[src/rtl/bit_serial_alu_ctrl.sv]
// Bit-serial ALU sequencer: runs a WIDTH-bit operation through a
// single 1-bit slice, LSB first, with a start/done handshake.
module bit_serial_alu_ctrl #(
  parameter int WIDTH = 8
) (
  input  logic             clk,
  input  logic             rst,
  input  logic             start,
  input  logic [2:0]       op,
  input  logic [WIDTH-1:0] a,
  input  logic [WIDTH-1:0] b,
  output logic             busy,
  output logic             done,
  output logic [WIDTH-1:0] result,
  output logic             carry_out,
  output logic             zero
);
  localparam int CW = $clog2(WIDTH);

  typedef enum logic [1:0] {
    IDLE,
    RUN,
    DONE
  } state_t;

  state_t state, state_n;

  logic             load, step, last;
  logic [WIDTH-1:0] sh_a, sh_b, sh_r, sh_r_n;
  logic [2:0]       op_q;
  logic [CW-1:0]    cnt;
  logic             cy, cy_n;
  logic             bit_a, bit_b, bit_r;
  logic             arith, binv;

  // One-bit slice: optional B inversion, gates, full adder on carry reg
  always_comb begin
    arith = op_q[2] & ~op_q[1];
    binv  = (op_q == 3'b101);
    bit_a = sh_a[0];
    bit_b = sh_b[0] ^ binv;
    bit_r = 1'b0;
    cy_n  = 1'b0;
    unique case (op_q)
      3'b000: bit_r = bit_a & bit_b;
      3'b001: bit_r = bit_a | bit_b;
      3'b010: bit_r = bit_a ^ bit_b;
      3'b011: bit_r = ~(bit_a | bit_b);
      3'b100,
      3'b101: begin
        bit_r = bit_a ^ bit_b ^ cy;
        cy_n  = (bit_a & bit_b) | (bit_a & cy) | (bit_b & cy);
      end
      default: bit_r = 1'b0;
    endcase
    sh_r_n = {bit_r, sh_r[WIDTH-1:1]};
  end

  always_ff @(posedge clk or posedge rst) begin
    if (rst) state <= IDLE;
    else     state <= state_n;
  end

  always_comb begin
    state_n = state;
    load    = 1'b0;
    step    = 1'b0;
    last    = (cnt == CW'(WIDTH - 1));
    unique case (state)
      IDLE: begin
        if (start) begin
          load    = 1'b1;
          state_n = RUN;
        end
      end
      RUN: begin
        step = 1'b1;
        if (last) state_n = DONE;
      end
      DONE: begin
        if (start) begin
          load    = 1'b1;
          state_n = RUN;
        end else begin
          state_n = IDLE;
        end
      end
      default: state_n = IDLE;
    endcase
  end

  always_ff @(posedge clk or posedge rst) begin
    if (rst) begin
      sh_a      <= '0;
      sh_b      <= '0;
      sh_r      <= '0;
      op_q      <= '0;
      cnt       <= '0;
      cy        <= 1'b0;
      result    <= '0;
      carry_out <= 1'b0;
      zero      <= 1'b1;
    end else if (load) begin
      sh_a <= a;
      sh_b <= b;
      sh_r <= '0;
      op_q <= op;
      cnt  <= '0;
      cy   <= (op == 3'b101);
    end else if (step) begin
      sh_a <= sh_a >> 1;
      sh_b <= sh_b >> 1;
      sh_r <= sh_r_n;
      cy   <= cy_n;
      if (last) begin
        result    <= sh_r_n;
        carry_out <= arith & cy_n;
        zero      <= (sh_r_n == '0);
      end else begin
        cnt <= cnt + CW'(1);
      end
    end
  end

  assign busy = (state == RUN);
  assign done = (state == DONE);
endmodule

[config.mk]
export PLATFORM = sky130hd
export DESIGN_NAME = bit_serial_alu_ctrl
export DESIGN_NICKNAME = d
export VERILOG_FILES = /design/src/rtl/bit_serial_alu_ctrl.sv
export SDC_FILE = /design/constraint.sdc
export NUM_CORES = 1
export LEC_CHECK = 0
export ABC_AREA = 1
export BUFFER_PORTS_ARGS = -buffer_cell sky130_fd_sc_hd__buf_2
export CAP_MARGIN = 10
export CORE_MARGIN = 10
export CORE_UTILIZATION = 55
export DETAILED_ROUTE_END_ITERATION = 16
export PLACE_DENSITY = 0.79
export SYNTH_ARGS = -nofsm -noshare
export SYNTH_HDL_FRONTEND = slang
export SYNTH_SLANG_ARGS = --single-unit
[constraint.sdc]
create_clock -name clk -period 1.9 [get_ports clk]
set_input_delay 0.095 -clock clk [delete_from_list [all_inputs] [get_ports clk]]
set_output_delay 0.095 -clock clk [all_outputs]
set_load 0.005 [all_outputs]
== After elaboration in Yosys (flattened, before gate mapping) ==
Cells that the tools add are included.

* Output and inout port bits: 12
* Word-level logic and storage cells: 66
* Input bits: 22
* Register bits after elaboration: 43

* Reductions and logical operators: 9
* Equal/unequal tests: 12
* Add/subtract/negate cells: 1
* Bitwise logic cells: 14
* Mux-type cells: 20

{| class="wikitable"
|+ Operators by type and width
! cell !! count
|-
| $mux 8 || 6
|-
| $eq 3x3->1 const B || 4
|-
| $mux 3 || 3
|-
| $logic_not 8->1 || 1
|-
| $mux 1 || 7
|-
| $eq 3x2->1 const B || 2
|-
| $pmux 2 s3 || 1
|-
| $and 1x1->1 || 5
|-
| $pmux 1 s5 || 1
|-
| $mux 2 || 2
|-
| $ne 2x2->1 const B || 2
|-
| $reduce_and 2->1 || 2
|-
| $reduce_or 2->1 || 2
|-
| $add 3x1->3 const B || 1
|-
| $eq 3x1->1 const B || 1
|-
| $logic_not 3->1 || 1
|-
| $not 1->1 || 3
|-
| $or 1x1->1 || 3
|-
| $reduce_and 3->1 || 1
|-
| $xor 1x1->1 || 3
|-
| $eq 2x1->1 const B || 1
|-
| $eq 2x2->1 const B || 1
|-
| $logic_not 2->1 || 1
|-
| $ne 2x1->1 const B || 1
|-
| $reduce_bool 2->1 || 1
|}

== Depth between registers and ports, before layout ==
* Depth after elaboration: 8
* Depth in mapped cells: 12
* Depth with buffers taken out: 12

== Worst setup path before layout ==
OpenSTA, ideal clock, no wires.

* Kind: register to register
* From: register op_q[1]
* To: register cy
* Path buffers: 0
* Arrival time: 1.505 ns
* Cell stages (with the launch flop): 9
* Library setup time: 0.126 ns
* Period minus slack after synthesis: 1.631 ns
* Slack: 0.269 ns
* Data required time: 1.774 ns
* Cells stage by stage: dfrtp_1 > inv_1 > nand3_1 > xor2_1 > inv_1 > fa_1 > and3_1 > o21ai_0 > a21oi_1

* Cells in the longest elaborated chain, start to end: 8
* Elaborated cells on any way between the ends: 11
* Classes of those cells: eq/ne (2); mux (3); bitwise (5); reduce/logical (1)

{| class="wikitable"
|+ RTL lines
! item !! RTL line !! text
|-
| start, declared || 30 || <nowiki>logic [2:0] op_q;</nowiki>
|-
| start signal, assigned || 107 || <nowiki>op_q <= op;</nowiki>
|-
| $eq 3x3->1 || 39, 44 ||
|-
| $xor 1x1->1 || 41 || <nowiki>bit_b = sh_b[0] ^ binv;</nowiki>
|-
| $and 1x1->1 || 52 || <nowiki>cy_n = (bit_a & bit_b) | (bit_a & cy) | (bit_b & cy);</nowiki>
|-
| $or 1x1->1 (2 in series) || 52 ||
|-
| $mux 1 * || 44 || <nowiki>unique case (op_q)</nowiki>
|-
| $mux 1 * || 110 || <nowiki>end else if (step) begin</nowiki>
|-
| $mux 1 * || 103 || <nowiki>end else if (load) begin</nowiki>
|-
| end signal, assigned || 109 || <nowiki>cy <= (op == 3'b101);</nowiki>
|-
| end signal, assigned || 114 || <nowiki>cy <= cy_n;</nowiki>
|-
| end, declared || 32 || <nowiki>logic cy, cy_n;</nowiki>
|}

Every way passes the cells marked *; elsewhere a longest branch is shown, timed or not. The select of a mux whose other input is x is not followed.
A chain may end at the register's enable or synchronous reset.

== Worst setup path in the final report ==
Same ends and word-level chain as after synthesis.

==> results by group <==
Floorplan
  – Row count: 21
  – Die width: 79.0 microns
  – CORE AREA: 0.00336 sq mm
  – I/O Pins: 34
  – Starting Density: 57.0%
  – Full die area: 0.00625 sq mm
  – Die Span Y: 79.0 microns

Timing
  – Fin. max-slew vios: 0
  – Setup violators final: 0
  – Post-route minimum period: 1740 ps
  – Setup TNS: 0 ps
  – Crit share post-route: between 90% and 100%
  – Slew headroom: 66.8%
  – Worst-Margin Slew: 498 ps
  – RSZ-0062 raised after global routing: no
  – Final Hold Vio Count: 0
  – Setup Skew: 19.7 ps
  – Max Fclk: just under 0.6 GHz

Global route
  – Vias in the first global route: approximately 1500
  – All-Layer GR Usage: 12.3%
  – Initial antenna violation count: 0
  – GR Overflow Total: 0
  – Largest net degree at the start of global routing: 43
  – Global-route wire length before repair: 6330 microns

Routing
  – Wire per inst: 12.3 microns
  – Drt first pass iters: 4
  – Initial drt markers: 90
  – Vias per cell: 4.91
  – Routed via count: 1463
  – DRT antenna net count: 0
  – Drt drc: 0
  – DRT Wirelength: 3650 microns

Placement
  – Port Buffer Count: 33
  – RePlAce Congestion: 0.848
  – HPWL after DPL: 2420 microns
  – Placement Cell Area: 0.00209 sq mm

Clock tree
  – CTS sink count: 42
  – Num CTS Buffers: 5
  – H-tree Lvls: 2
  – Clock-pin slew on the worst setup and hold paths: around 110 ps
  – CTS Buffer Depth: 2
  – CTS tree: done
  – Clk_lat worst skew: around 360 ps
  – Clock tree root driver cell: clkbuf_4

Yosys
  – Number of flops mapped to enable cells by yosys: 0
  – FFs w/ async S/R, synth: 100%
  – Synth Register Bits: 42
  – Syn Inst Count: 198
  – Syn_area_per_cell: 9.68 sq um
  – Sequential area share after synthesis: 54.9%
  – Syn_nets: about 230
  – Netlist cell types: 26
  – Synthesized cell area: 0.00192 sq mm
  – Top FF cell, synth: dfrtp_1
  – Warnings from Yosys: 0

Run status
  – Outcome: finished clean

Final layout
  – Commonest non-fill, non-tap cell in the layout: nand2_1
  – Layout cell share with drive strength beyond 1: 24.2%
  – Commonest non-fill, non-tap cells in the layout: nand2_1 (46), dfrtp_1 (41), buf_2 (33), inv_1 (32), dlygate4sd3_1 (19)
  – # diodes: 0
  – Layout Cell Area excl Fill: 0.00240 sq mm
  – Area delta synth->final: 25.3%
  – Fin nets: around 280

Setup path
  – Startpoint types: register
  – CP arrival: 1970 ps
  – CP required: 2130 ps
  – Worst-path maximum fanout: 4
  – Setup crit end kind: register
  – R2R setup slack: 160 ps
  – Crit path kind: register to register

Power
  – Comb pwr share: between 40% and 50%
  – Sw frac: 37.3%
  – Share of power burned in the clock network: 19.3%
  – Int Pwr: 0.00235 W
  – Flop pwr share: 39.9%
  – Pwr dens: 1560 mW/mm^2
  – Pwr Total: around 0.0038 W
  – Pleak: 1.22 nW
  – VDD IR max: 0.875 mV
  – NetSw: 0.00140 W

Hold path
  – HP Class: input pin to register

Run
  – Max Cap Viol: 0
-- sequential cells by signal, summed over array words and instances (netlist names) --
name       cells
carry_out      1
cnt            3
cy             1
op_q           3
result         8
sh_a           8
sh_b           8
sh_r           7
state          2
zero           1
-- routing by layer --
metal	track usage, %	vias up	part of all wire, %
met5	0	-	0
met4	3.76	0	1.3
met3	6.08	6	7.4
met2	20.6	33	46
met1	13.5	671	45
li1	-	753	-
-- final timing paths --
check	from	end	cells past startpoint
worst max register to register	op_q[1]	cy	8
max in group asynchronous	rst	zero	4
worst min-delay path	op[1]	op_q[1]	3
worst max-delay path	op_q[1]	cy	8
worst min register to register	zero	zero	2
min in group asynchronous	rst	sh_b[2]	4
-- power groups by stage --
stage	logic [W]	registers, W	clock network [W]
6_report	0.00153	0.00150	0.000725
5_1_grt	0.00177	0.00155	0.000774
4_1_cts	0.00154	0.00149	0.000738
3_5_place_dp	0.00150	0.00151	0
3_3_place_gp	0.00147	0.00150	0
2_1_floorplan	0.00120	0.00149	0
-- synth_stat cells (3+ instances only) --
| master | instances | area [sq um] |
|---|---|---|
| buf_2 | 4 | 20.0 |
| buf_6 | 3 | 33.8 |
| dfrtp_1 | 41 | 1030 |
| ha_1 | 4 | 50.1 |
| inv_1 | 33 | 124 |
| inv_2 | 3 | 11.3 |
| nand2_1 | 46 | 173 |
| nand2_4 | 3 | 33.8 |
| nand3_1 | 10 | 50.1 |
| nor2_1 | 6 | 22.5 |
| o21ai_0 | 3 | 15.0 |
| o21ai_1 | 4 | 20.0 |
| o21ai_2 | 6 | 52.6 |
| o221ai_1 | 13 | 114 |
| o22ai_1 | 6 | 37.5 |
-- worst max-delay path, cell delays in order, from the launching register on --
cell     delay (ps)
dfrtp_1         410
inv_2            80
nand3_1         110
xor2_2          190
inv_1            90
fa_1            350
and3_1          210
o21ai_1         120
a21oi_1          80
-- repair_timing --
action	in CTS	in global routing
gates resized for setup	0	3
setup endpoints to repair	0	2
endpoints found under the hold margin	59	0
buffers inserted	0	0
hold buffers	19	0
-- stage by stage --
| stage | hold slack (ps) | utilization [%] | setup slack, ps | cells |
|---|---|---|---|---|
| 4_1_cts | 23.3 | 71.2 | 139 | 298 |
| 5_1_grt | 39.4 | 71.4 | 23.9 | 298 |
| 3_5_place_dp | 246 | 62.2 | 157 | 271 |
| 2_1_floorplan | 222 | - | 269 | 198 |
| 6_report | 31.1 | 71.4 | 164 | 298 |
| 3_3_place_gp | 251 | 62.2 | 205 | 271 |
-- cell type report --
type | count | area, sq um
fillers | 279 | 961
flip-flops and latches | 42 | 1050
well taps | 46 | 57.6
multi-input cells | 112 | 677
inverters | 37 | 141
repair buffers | 53 | 363
clock inverters | 2 | 60.1
clock buffers | 6 | 51.3
-- cells by family (layout without fill, tap and decap cells) --
logic type                 Yosys count  after routing  synth area share [%]
xor gates and xnor gates             1              1                 0.457
and+or+nand+nor                     70             70                  16.9
adders and majority gates            5              5                  3.66
AOI/OAI and AO/OA                   36             36                  13.9
buffers and inverters               44             98                  10.2
DFF                                 42             42                  54.9
No activity file was read; power rests on OpenSTA's default activity.
